<file path="config.mk">
export PLATFORM = sky130hd
export DESIGN_NAME = i2c_target_fsm
export DESIGN_NICKNAME = d
export VERILOG_FILES = /design/src/rtl/i2c_target_fsm.sv
export SDC_FILE = /design/constraint.sdc
export NUM_CORES = 1
export LEC_CHECK = 0
export BUFFER_PORTS_ARGS = -buffer_cell sky130_fd_sc_hd__buf_4
export CAP_MARGIN = 20
export CORE_ASPECT_RATIO = 2
export CORE_MARGIN = 4
export CORE_UTILIZATION = 51
export CTS_BUF_LIST = sky130_fd_sc_hd__clkbuf_8
export CTS_CLUSTER_SIZE = 30
export DETAILED_ROUTE_END_ITERATION = 8
export GPL_TIMING_DRIVEN = 0
export HOLD_SLACK_MARGIN = 0.1
export PLACE_DENSITY = 0.78
export SYNTH_ARGS = -nofsm -noshare
export SYNTH_HDL_FRONTEND = slang
export SYNTH_SLANG_ARGS = --single-unit
</file>
<file path="constraint.sdc">
create_clock -name clk -period 1.8 [get_ports clk]
set_input_delay 0.09 -clock clk [delete_from_list [all_inputs] [get_ports clk]]
set_output_delay 0.09 -clock clk [all_outputs]
set_load 0.02 [all_outputs]
</file>
<file path="src/rtl/i2c_target_fsm.sv">
// ---------------------------------------------------------------------------------------------
// i2c_target_fsm
//
// Oversampled I2C target protocol engine. SCL/SDA are synchronised into clk, START/STOP are
// detected, address/data bits are shifted in on SCL rise and the transaction FSM advances on
// SCL fall. The state code and data_index feed a separate negedge-SCL SDA drive stage; the
// write/read strobes talk to a register file. This block only samples the bus, never drives it.
//
// Optional feature: define I2C_AUTO_INC_EN to post-increment reg_addr (mod 256) one clk after
// each wr_strobe and on each ACKed READ_ACK, for burst access.
//
// Parameters
//   DEV_ADDR    7-bit target address
//   DATA_W      register data width (the bit counter assumes 8)
// Ports
//   clk         system clock
//   rst         asynchronous active-high reset
//   ena         block enable; low forces IDLE and clears strobes, registers hold
//   SCL_in      raw SCL pad input (asynchronous)
//   SDA_in      raw SDA pad input (asynchronous)
//   rd_data     register value at reg_addr, captured the clk after rd_strobe
//   state       FSM state code (0 IDLE .. 11 STOP)
//   data_index  current bit position, MSB first
//   read_value  byte being shifted out to the master
//   reg_addr    register pointer
//   wr_data     last received data byte
//   wr_strobe   1-clk pulse: write wr_data to reg_addr
//   rd_strobe   1-clk pulse: request rd_data for reg_addr
//   addr_match  high from a matching address until the next START/STOP
// ---------------------------------------------------------------------------------------------
module i2c_target_fsm #(
    parameter logic [6:0]  DEV_ADDR = 7'h2A,
    parameter int unsigned DATA_W   = 8
) (
    input  logic              clk,
    input  logic              rst,
    input  logic              ena,
    input  logic              SCL_in,
    input  logic              SDA_in,
    input  logic [DATA_W-1:0] rd_data,
    output logic [4:0]        state,
    output logic [2:0]        data_index,
    output logic [DATA_W-1:0] read_value,
    output logic [7:0]        reg_addr,
    output logic [DATA_W-1:0] wr_data,
    output logic              wr_strobe,
    output logic              rd_strobe,
    output logic              addr_match
);

    typedef enum logic [4:0] {
        StIdle     = 5'd0,
        StStart    = 5'd1,
        StDevAddr  = 5'd2,
        StRw       = 5'd3,
        StAddrAck  = 5'd4,
        StRegAddr  = 5'd5,
        StRegAck   = 5'd6,
        StWrite    = 5'd7,
        StWriteAck = 5'd8,
        StRead     = 5'd9,
        StReadAck  = 5'd10,
        StStop     = 5'd11
    } state_e;

    state_e state_q, state_d;

    // Input synchronisers; reset to 1 so a reset looks like an idle bus.
    logic scl_meta, scl_sync, scl_hist;
    logic sda_meta, sda_sync, sda_hist;

    always_ff @(posedge clk or posedge rst) begin
        if (rst) begin
            scl_meta <= 1'b1;
            scl_sync <= 1'b1;
            scl_hist <= 1'b1;
            sda_meta <= 1'b1;
            sda_sync <= 1'b1;
            sda_hist <= 1'b1;
        end else begin
            scl_meta <= SCL_in;
            scl_sync <= scl_meta;
            scl_hist <= scl_sync;
            sda_meta <= SDA_in;
            sda_sync <= sda_meta;
            sda_hist <= sda_sync;
        end
    end

    logic scl_rise, scl_fall, scl_steady_hi, start_det, stop_det;

    assign scl_rise      = scl_sync & ~scl_hist;
    assign scl_fall      = ~scl_sync & scl_hist;
    // SDA edges only count as START/STOP when SCL did not move in the same sample.
    assign scl_steady_hi = scl_sync & scl_hist;
    assign start_det     = scl_steady_hi & ~sda_sync & sda_hist;
    assign stop_det      = scl_steady_hi & sda_sync & ~sda_hist;

    // Datapath registers
    logic [2:0]        idx_q, idx_d;
    logic [DATA_W-1:0] shift_q, shift_d;
    logic [DATA_W-1:0] read_value_q, read_value_d;
    logic [7:0]        reg_addr_q, reg_addr_d;
    logic [DATA_W-1:0] wr_data_q, wr_data_d;
    logic              wr_strobe_q, wr_strobe_d;
    logic              rd_req_q, rd_req_d;
    logic              rd_strobe_q, rd_strobe_d;
    logic              addr_match_q, addr_match_d;
    logic              rw_q, rw_d;
    logic              ack_q, ack_d;
    logic              dev_match;

    assign dev_match = (shift_q[6:0] == DEV_ADDR);

    // State register
    always_ff @(posedge clk or posedge rst) begin
        if (rst) begin
            state_q <= StIdle;
        end else begin
            state_q <= state_d;
        end
    end

    // Next-state logic
    always_comb begin
        state_d = state_q;
        if (!ena) begin
            state_d = StIdle;
        end else if (start_det) begin
            state_d = StStart;
        end else if (stop_det) begin
            state_d = StStop;
        end else begin
            unique case (state_q)
                StIdle:     state_d = StIdle;
                StStart:    if (scl_fall) state_d = StDevAddr;
                StDevAddr:  if (scl_fall && idx_q == 3'd0) state_d = StRw;
                StRw:       if (scl_fall) state_d = dev_match ? StAddrAck : StIdle;
                StAddrAck:  if (scl_fall) state_d = rw_q ? StRead : StRegAddr;
                StRegAddr:  if (scl_fall && idx_q == 3'd0) state_d = StRegAck;
                StRegAck:   if (scl_fall) state_d = StWrite;
                StWrite:    if (scl_fall && idx_q == 3'd0) state_d = StWriteAck;
                StWriteAck: if (scl_fall) state_d = StWrite;
                StRead:     if (scl_fall && idx_q == 3'd0) state_d = StReadAck;
                StReadAck:  if (scl_fall) state_d = ack_q ? StIdle : StRead;
                StStop:     state_d = StIdle;
                default:    state_d = StIdle;
            endcase
        end
    end

    // Output / datapath next-state logic
    always_comb begin
        idx_d        = idx_q;
        shift_d      = shift_q;
        read_value_d = read_value_q;
        reg_addr_d   = reg_addr_q;
        wr_data_d    = wr_data_q;
        wr_strobe_d  = 1'b0;
        rd_req_d     = 1'b0;
        rd_strobe_d  = 1'b0;
        addr_match_d = addr_match_q;
        rw_d         = rw_q;
        ack_d        = ack_q;

        if (ena) begin
            // rd_strobe trails the triggering fall by one clk; data is captured one clk later.
            rd_strobe_d = rd_req_q;
            if (rd_strobe_q) begin
                read_value_d = rd_data;
            end
`ifdef I2C_AUTO_INC_EN
            if (wr_strobe_q) begin
                reg_addr_d = reg_addr_q + 8'd1;
            end
`endif
            if (start_det || stop_det) begin
                addr_match_d = 1'b0;
                rd_req_d     = 1'b0;
                rd_strobe_d  = 1'b0;
            end else begin
                unique case (state_q)
                    StStart: begin
                        if (scl_fall) idx_d = 3'd6;
                    end
                    StDevAddr: begin
                        if (scl_rise) shift_d = {shift_q[DATA_W-2:0], sda_sync};
                        if (scl_fall && idx_q != 3'd0) idx_d = idx_q - 3'd1;
                    end
                    StRw: begin
                        if (scl_rise) rw_d = sda_sync;
                        if (scl_fall && dev_match) addr_match_d = 1'b1;
                    end
                    StAddrAck: begin
                        if (scl_fall) begin
                            idx_d    = 3'd7;
                            rd_req_d = rw_q;
                        end
                    end
                    StRegAddr: begin
                        if (scl_rise) shift_d = {shift_q[DATA_W-2:0], sda_sync};
                        if (scl_fall) begin
                            if (idx_q == 3'd0) reg_addr_d = shift_q[7:0];
                            else               idx_d      = idx_q - 3'd1;
                        end
                    end
                    StRegAck, StWriteAck: begin
                        if (scl_fall) idx_d = 3'd7;
                    end
                    StWrite: begin
                        if (scl_rise) shift_d = {shift_q[DATA_W-2:0], sda_sync};
                        if (scl_fall) begin
                            if (idx_q == 3'd0) begin
                                wr_data_d   = shift_q;
                                wr_strobe_d = 1'b1;
                            end else begin
                                idx_d = idx_q - 3'd1;
                            end
                        end
                    end
                    StRead: begin
                        if (scl_fall && idx_q != 3'd0) idx_d = idx_q - 3'd1;
                    end
                    StReadAck: begin
                        if (scl_rise) ack_d = sda_sync;
                        if (scl_fall && !ack_q) begin
                            idx_d    = 3'd7;
                            rd_req_d = 1'b1;
`ifdef I2C_AUTO_INC_EN
                            reg_addr_d = reg_addr_q + 8'd1;
`endif
                        end
                    end
                    default: ;
                endcase
            end
        end
    end

    always_ff @(posedge clk or posedge rst) begin
        if (rst) begin
            idx_q        <= 3'd0;
            shift_q      <= '0;
            read_value_q <= '0;
            reg_addr_q   <= 8'd0;
            wr_data_q    <= '0;
            wr_strobe_q  <= 1'b0;
            rd_req_q     <= 1'b0;
            rd_strobe_q  <= 1'b0;
            addr_match_q <= 1'b0;
            rw_q         <= 1'b0;
            ack_q        <= 1'b1;
        end else begin
            idx_q        <= idx_d;
            shift_q      <= shift_d;
            read_value_q <= read_value_d;
            reg_addr_q   <= reg_addr_d;
            wr_data_q    <= wr_data_d;
            wr_strobe_q  <= wr_strobe_d;
            rd_req_q     <= rd_req_d;
            rd_strobe_q  <= rd_strobe_d;
            addr_match_q <= addr_match_d;
            rw_q         <= rw_d;
            ack_q        <= ack_d;
        end
    end

    assign state      = state_q;
    assign data_index = idx_q;
    assign read_value = read_value_q;
    assign reg_addr   = reg_addr_q;
    assign wr_data    = wr_data_q;
    assign wr_strobe  = wr_strobe_q;
    assign rd_strobe  = rd_strobe_q;
    assign addr_match = addr_match_q;

endmodule

</file>
# ---- Word level (Yosys, flattened, before mapping)
# Cells that the tools add are included.
dict set report classes {
  add_sub_neg 1
  eq_ne 26
  mux 38
  bitwise 12
  n_reduce_logical 25
}
# operator count
set op_table {}
lappend op_table {{$mux W5} 12}
lappend op_table {{$pmux W5 S9} 1}
lappend op_table {{$ne A5 B5 Y1 const B} 8}
lappend op_table {{$mux W3} 7}
lappend op_table {{$eq A5 B3 Y1 const B} 4}
lappend op_table {{$reduce_and A9 Y1} 2}
lappend op_table {{$eq A5 B4 Y1 const B} 3}
lappend op_table {{$pmux W3 S5} 1}
lappend op_table {{$mux W1} 14}
lappend op_table {{$reduce_and A4 Y1} 3}
lappend op_table {{$eq A5 B2 Y1 const B} 2}
lappend op_table {{$reduce_and A5 Y1} 2}
lappend op_table {{$mux W4} 2}
lappend op_table {{$and A1 B1 Y1} 7}
lappend op_table {{$eq A7 B6 Y1 const B} 1}
lappend op_table {{$ne A2 B1 Y1 const B} 3}
lappend op_table {{$ne A2 B2 Y1 const B} 3}
lappend op_table {{$reduce_or A2 Y1} 3}
lappend op_table {{$reduce_or A3 Y1} 2}
lappend op_table {{$eq A5 B1 Y1 const B} 1}
lappend op_table {{$ne A5 B2 Y1 const B} 1}
lappend op_table {{$not A1 Y1} 5}
lappend op_table {{$reduce_bool A5 Y1} 1}
lappend op_table {{$logic_and A1 B1 Y1} 4}
lappend op_table {{9 further kinds} 10}
dict set report totals {
  regBits 52
  in_bits 13
  output_inout_bits 35
  word_cells 120
}

# ---- Depth between registers and ports, before layout
dict set report logic_depth {
  depth_word 8
  ltp_mapped 7
  depth_no_buf 7
}

# ---- Worst setup path after synthesis
# No wires, ideal clock.
dict set report synth_path {
  kind {register to register}
  startpoint {register state_q[0] (netlist: state[0])}
  endpoint {register state_q[0] (netlist: state[0])}
  setup_time_ns 0.127
  arrival_ns 1.778
  t_required_ns 1.673
  slack_ns -0.105
  path_stages_with_launch 6
  n_path_buf 1
  synth_period_minus_slack_ns 1.905
  path_cell_list {dfrtp_1 > buf_2 > or4_1 > nand4_1 > o32a_4 > mux2_1}
}
dict set report synth_via {
  elab_chain_cells 6
  word_cells_on_any_way 25
  classes_between {eq/ne (19); mux (4); reduce/logical (2)}
}
# item line
set synth_rtl {}
lappend synth_rtl {{start: declaration} 66} ;# state_e state_q, state_d;
lappend synth_rtl {{start signal: assignment} 118} ;# state_q <= StIdle;
lappend synth_rtl {{start signal: assignment} 120} ;# state_q <= state_d;
lappend synth_rtl {{$eq A5 B3 Y1 / $eq A5 B4 Y1 (equally long branches)} 134} ;# unique case (state_q)
lappend synth_rtl {{$reduce_or A2 Y1 (no line)} -}
lappend synth_rtl {{$pmux W5 S9} 134}
lappend synth_rtl {{$mux W5} 131} ;# end else if (stop_det) begin
lappend synth_rtl {{$mux W5} 129} ;# end else if (start_det) begin
lappend synth_rtl {{$mux W5} 127} ;# if (!ena) begin
# Parallel ways exist; a longest one is shown, timed or not.
# A chain may end at the register's enable or synchronous reset.

# ---- Worst setup path after layout
# Ends and elaborated chain as after synthesis.

==> results.sh <==
export IMPL_wl_per_cell_um=18.8
export IMPL_grt_ovfl_total=0
export IMPL_drt_pass1_iter_count=4
export IMPL_fmax_mhz=552
export IMPL_num_antenna_cells=0
export IMPL_dieArea_um2=5990
export IMPL_relSlewSlack_pct=64.2
export IMPL_die_y_um=106
export IMPL_critical_path_class="reg -> reg"
export IMPL_num_vias=1880
export IMPL_grt_first_pass_wirelength_mm=9.87
export IMPL_reg2reg_from="state[0]"
export IMPL_synth_flop_cell="dfrtp_1"
export IMPL_dp_cells=294
export IMPL_synth_cells=193
export IMPL_skew_ps=6.07
export IMPL_netlist_area_um2=2420
export IMPL_tightest_slew_ps=537
export IMPL_crit_arrival_ps=2010
export IMPL_clkTransAtPathRegs_ps=100
export IMPL_setup_worst_path_start="state[0]"
export IMPL_hpwl_mm=4.00
export IMPL_crit_fanout=10
export IMPL_post_route_drc_count=0
export IMPL_min_path_type="in -> reg"
export IMPL_clock_sinks=51
export IMPL_crit_chain="or4_4 -> nand4_1 -> o32a_4 -> mux2_4"
export IMPL_slowest_delay_ps=520
export IMPL_place_ws_ps=-235
export IMPL_gp_congestion=0.918
export IMPL_leakage_nw=1.64
export IMPL_finalSetupViolCount=2
export IMPL_fp_dieW_um=56.8
export IMPL_hold_viol_final=0
export IMPL_nets=290
export IMPL_clock_latency_ps=310
export IMPL_grt_max_degree=36
export IMPL_antenna_found_initial=0
export IMPL_power_density_nw_per_um2=1270
export IMPL_cts_tree="yes"
export IMPL_drv_slew=0
export IMPL_hp_start="ena"
export IMPL_drv_cap=0
export IMPL_synth_edff_count=0
export IMPL_boundaryPins=48
export IMPL_clk_path_buf_depth=2
export IMPL_yosys_cell_types_count=49
export IMPL_drt_total_wl_mm=6.23
export IMPL_antenna_left=0
export IMPL_drive_gt1_share_pct=54.7
export IMPL_port_buffers=45
export IMPL_async_reset_ff_share_pct=100
export IMPL_cts_buffers=5
export IMPL_htree_levels=2
export IMPL_crit_path_end_kind="flip-flop"
export IMPL_grt_usage_pct=21.7
export IMPL_fin_crit_sh_pct=101
export IMPL_crit_required_ps=2000
export IMPL_grt_setup_unrepaired="yes"
export IMPL_yosysSeqAreaShare_pct=53.0
export IMPL_violations="negative setup slack"
export IMPL_ys_ff_latch=51
export IMPL_ir_drop_mv=1.10
export IMPL_core_area_um2=4600
export IMPL_start_kind="flip-flop"
export IMPL_cp_slowest_cell="or4_4"
export IMPL_status="finished with violations"
export IMPL_syn_avg_cell_area_um2=12.6
export IMPL_fin_cells=331
export IMPL_synthToLayoutAreaGrowth_pct=39.3
export IMPL_syn_num_nets=208
export IMPL_drt_iter0_drc=57
export IMPL_period_needed_ps=1810
export IMPL_clock_root_buffer="clkbuf_8"
export IMPL_start_util_pct=52.7
export IMPL_final_setup_worst_slack_ps=-12.1
export IMPL_row_count=35
export IMPL_via_per_inst=5.68
export IMPL_grt_pass1_vias=1992
export IMPL_yosysWarnings=0
-- layout make-up --
class | instances | area, µm²
clock buffers | 5 | 68.8
plain buffers | 6 | 42.5
repair buffers | 77 | 643
well taps | 55 | 68.8
fillers | 318 | 1220
inverters | 8 | 30.0
clock inverters | 3 | 71.3
multi-input cells | 126 | 1160
flip-flops and latches | 51 | 1290
-- repair_timing --
| action | in CTS | in global routing |
|---|---|---|
| gates resized for setup | 8 | 19 |
| setup buffers | 14 | 6 |
| setup endpoints to repair | 31 | 32 |
| endpoints found under the hold margin | 26 | 0 |
| pin swaps | 6 | 8 |
| hold buffers | 11 | 0 |
-- flip-flops by register name (all words and copies together), names as in the netlist, 3 cells and up --
name,count
read_value,8
reg_addr,8
shift_q,8
wr_data,8
state,4
data_index,3
-- critical path: cells and delay by family (launching register included) --
kind | cells | cell delay [ps]
DFF | 1 | 500
AOI/OAI and AO/OA | 1 | 220
and+or+nand+nor | 2 | 680
muxes | 1 | 300
-- cells by family after synthesis --
kind of cell	synth area share (%)
simple gates	14.9
compound gates	9.24
flops	53.0
buf+inv	2.99
fa+ha+maj	1.03
mux	18.4
other cells	0.155
xor+xnor	0.361
-- metrics by stage --
step           power (mW)  hold slack, ps  utilization, %  TNS [ps]  area, µm²
2_1_floorplan        2.58            94.5               -     -57.5       2470
3_3_place_gp         2.98             198            62.5     -7680       2870
3_5_place_dp         3.01             106            62.9     -2570       2890
4_1_cts              4.11             263            70.9         0       3260
5_1_grt              4.50             298            73.4      -181       3380
6_report             4.28             294            73.4     -22.3       3380
-- layout by cell type (no fill, tap or decap), types with 2 or more instances in the layout --
master / instances
inv_1: 5
mux2i_1: 4
nor2b_1: 3
nand4_1: 2
nor2b_4: 2
o211ai_1: 2
o221a_2: 2
a31oi_1: 2
clkbuf_8: 5
dfrtp_1: 38
mux2_4: 10
dfstp_2: 7
bufinv_16: 2
mux2_2: 26
buf_4: 65
o21ai_0: 4
dlygate4sd3_1: 11
o21ai_1: 2
inv_2: 3
nor3_1: 4
nand3_1: 4
buf_12: 3
o22a_1: 2
o31a_1: 2
and4b_1: 2
dfrtp_2: 6
or2_2: 2
ha_4: 2
nand2_1: 13
nor2_1: 12
-- routing by layer --
| layer | vias to the layer above | track usage (%) | wire length (µm) |
|---|---|---|---|
| met5 | - | 0 | 0 |
| met4 | 0 | 13.6 | 373 |
| met3 | 26 | 3.31 | 203 |
| met2 | 60 | 40.5 | 3480 |
| met1 | 938 | 21.2 | 2170 |
| li1 | 856 | - | - |
-- path summary, 6_finish.rpt --
path | end | slack [ps] | cells past startpoint
setup / recovery | state[0] | -10 | 4
hold / removal | rd_req_q | 290 | 3
setup reg to reg | state[0] | -10 | 4
hold reg to reg | scl_sync | 360 | 0
max in group asynchronous | scl_meta | 890 | 4
min in group asynchronous | read_value[6] | 330 | 3
-- Yosys cell counts (2+ instances only) --
master / instances / area [µm²]
dfrtp_1: 44 / 1100
mux2_2: 34 / 383
nand2_1: 13 / 48.8
nor2_1: 12 / 45.0
inv_1: 8 / 30.0
dfstp_2: 7 / 184
o21ai_0: 6 / 30.0
buf_2: 4 / 20.0
mux2i_1: 4 / 40.0
nand3_1: 4 / 20.0
nor3_1: 4 / 20.0
nor2b_1: 3 / 18.8
a31oi_1: 2 / 12.5
and4b_1: 2 / 20.0
buf_4: 2 / 15.0
clkbuf_1: 2 / 7.51
ha_1: 2 / 25.0
mux2_1: 2 / 22.5
nand4_1: 2 / 12.5
nor2b_4: 2 / 27.5
o211ai_1: 2 / 15.0
o221a_2: 2 / 22.5
o22a_1: 2 / 17.5
o31a_1: 2 / 17.5
or2_2: 2 / 12.5
-- where the power goes --
group | leakage (nW) | internal [mW] | total [mW] | switching, mW
registers | 0.667 | 1.32 | 1.51 | 0.187
clock network | 0.0703 | 0.564 | 0.968 | 0.404
logic | 0.904 | 0.868 | 1.80 | 0.930
total | 1.64 | 2.75 | 4.28 | 1.52
No activity file was read; power rests on OpenSTA's default activity.
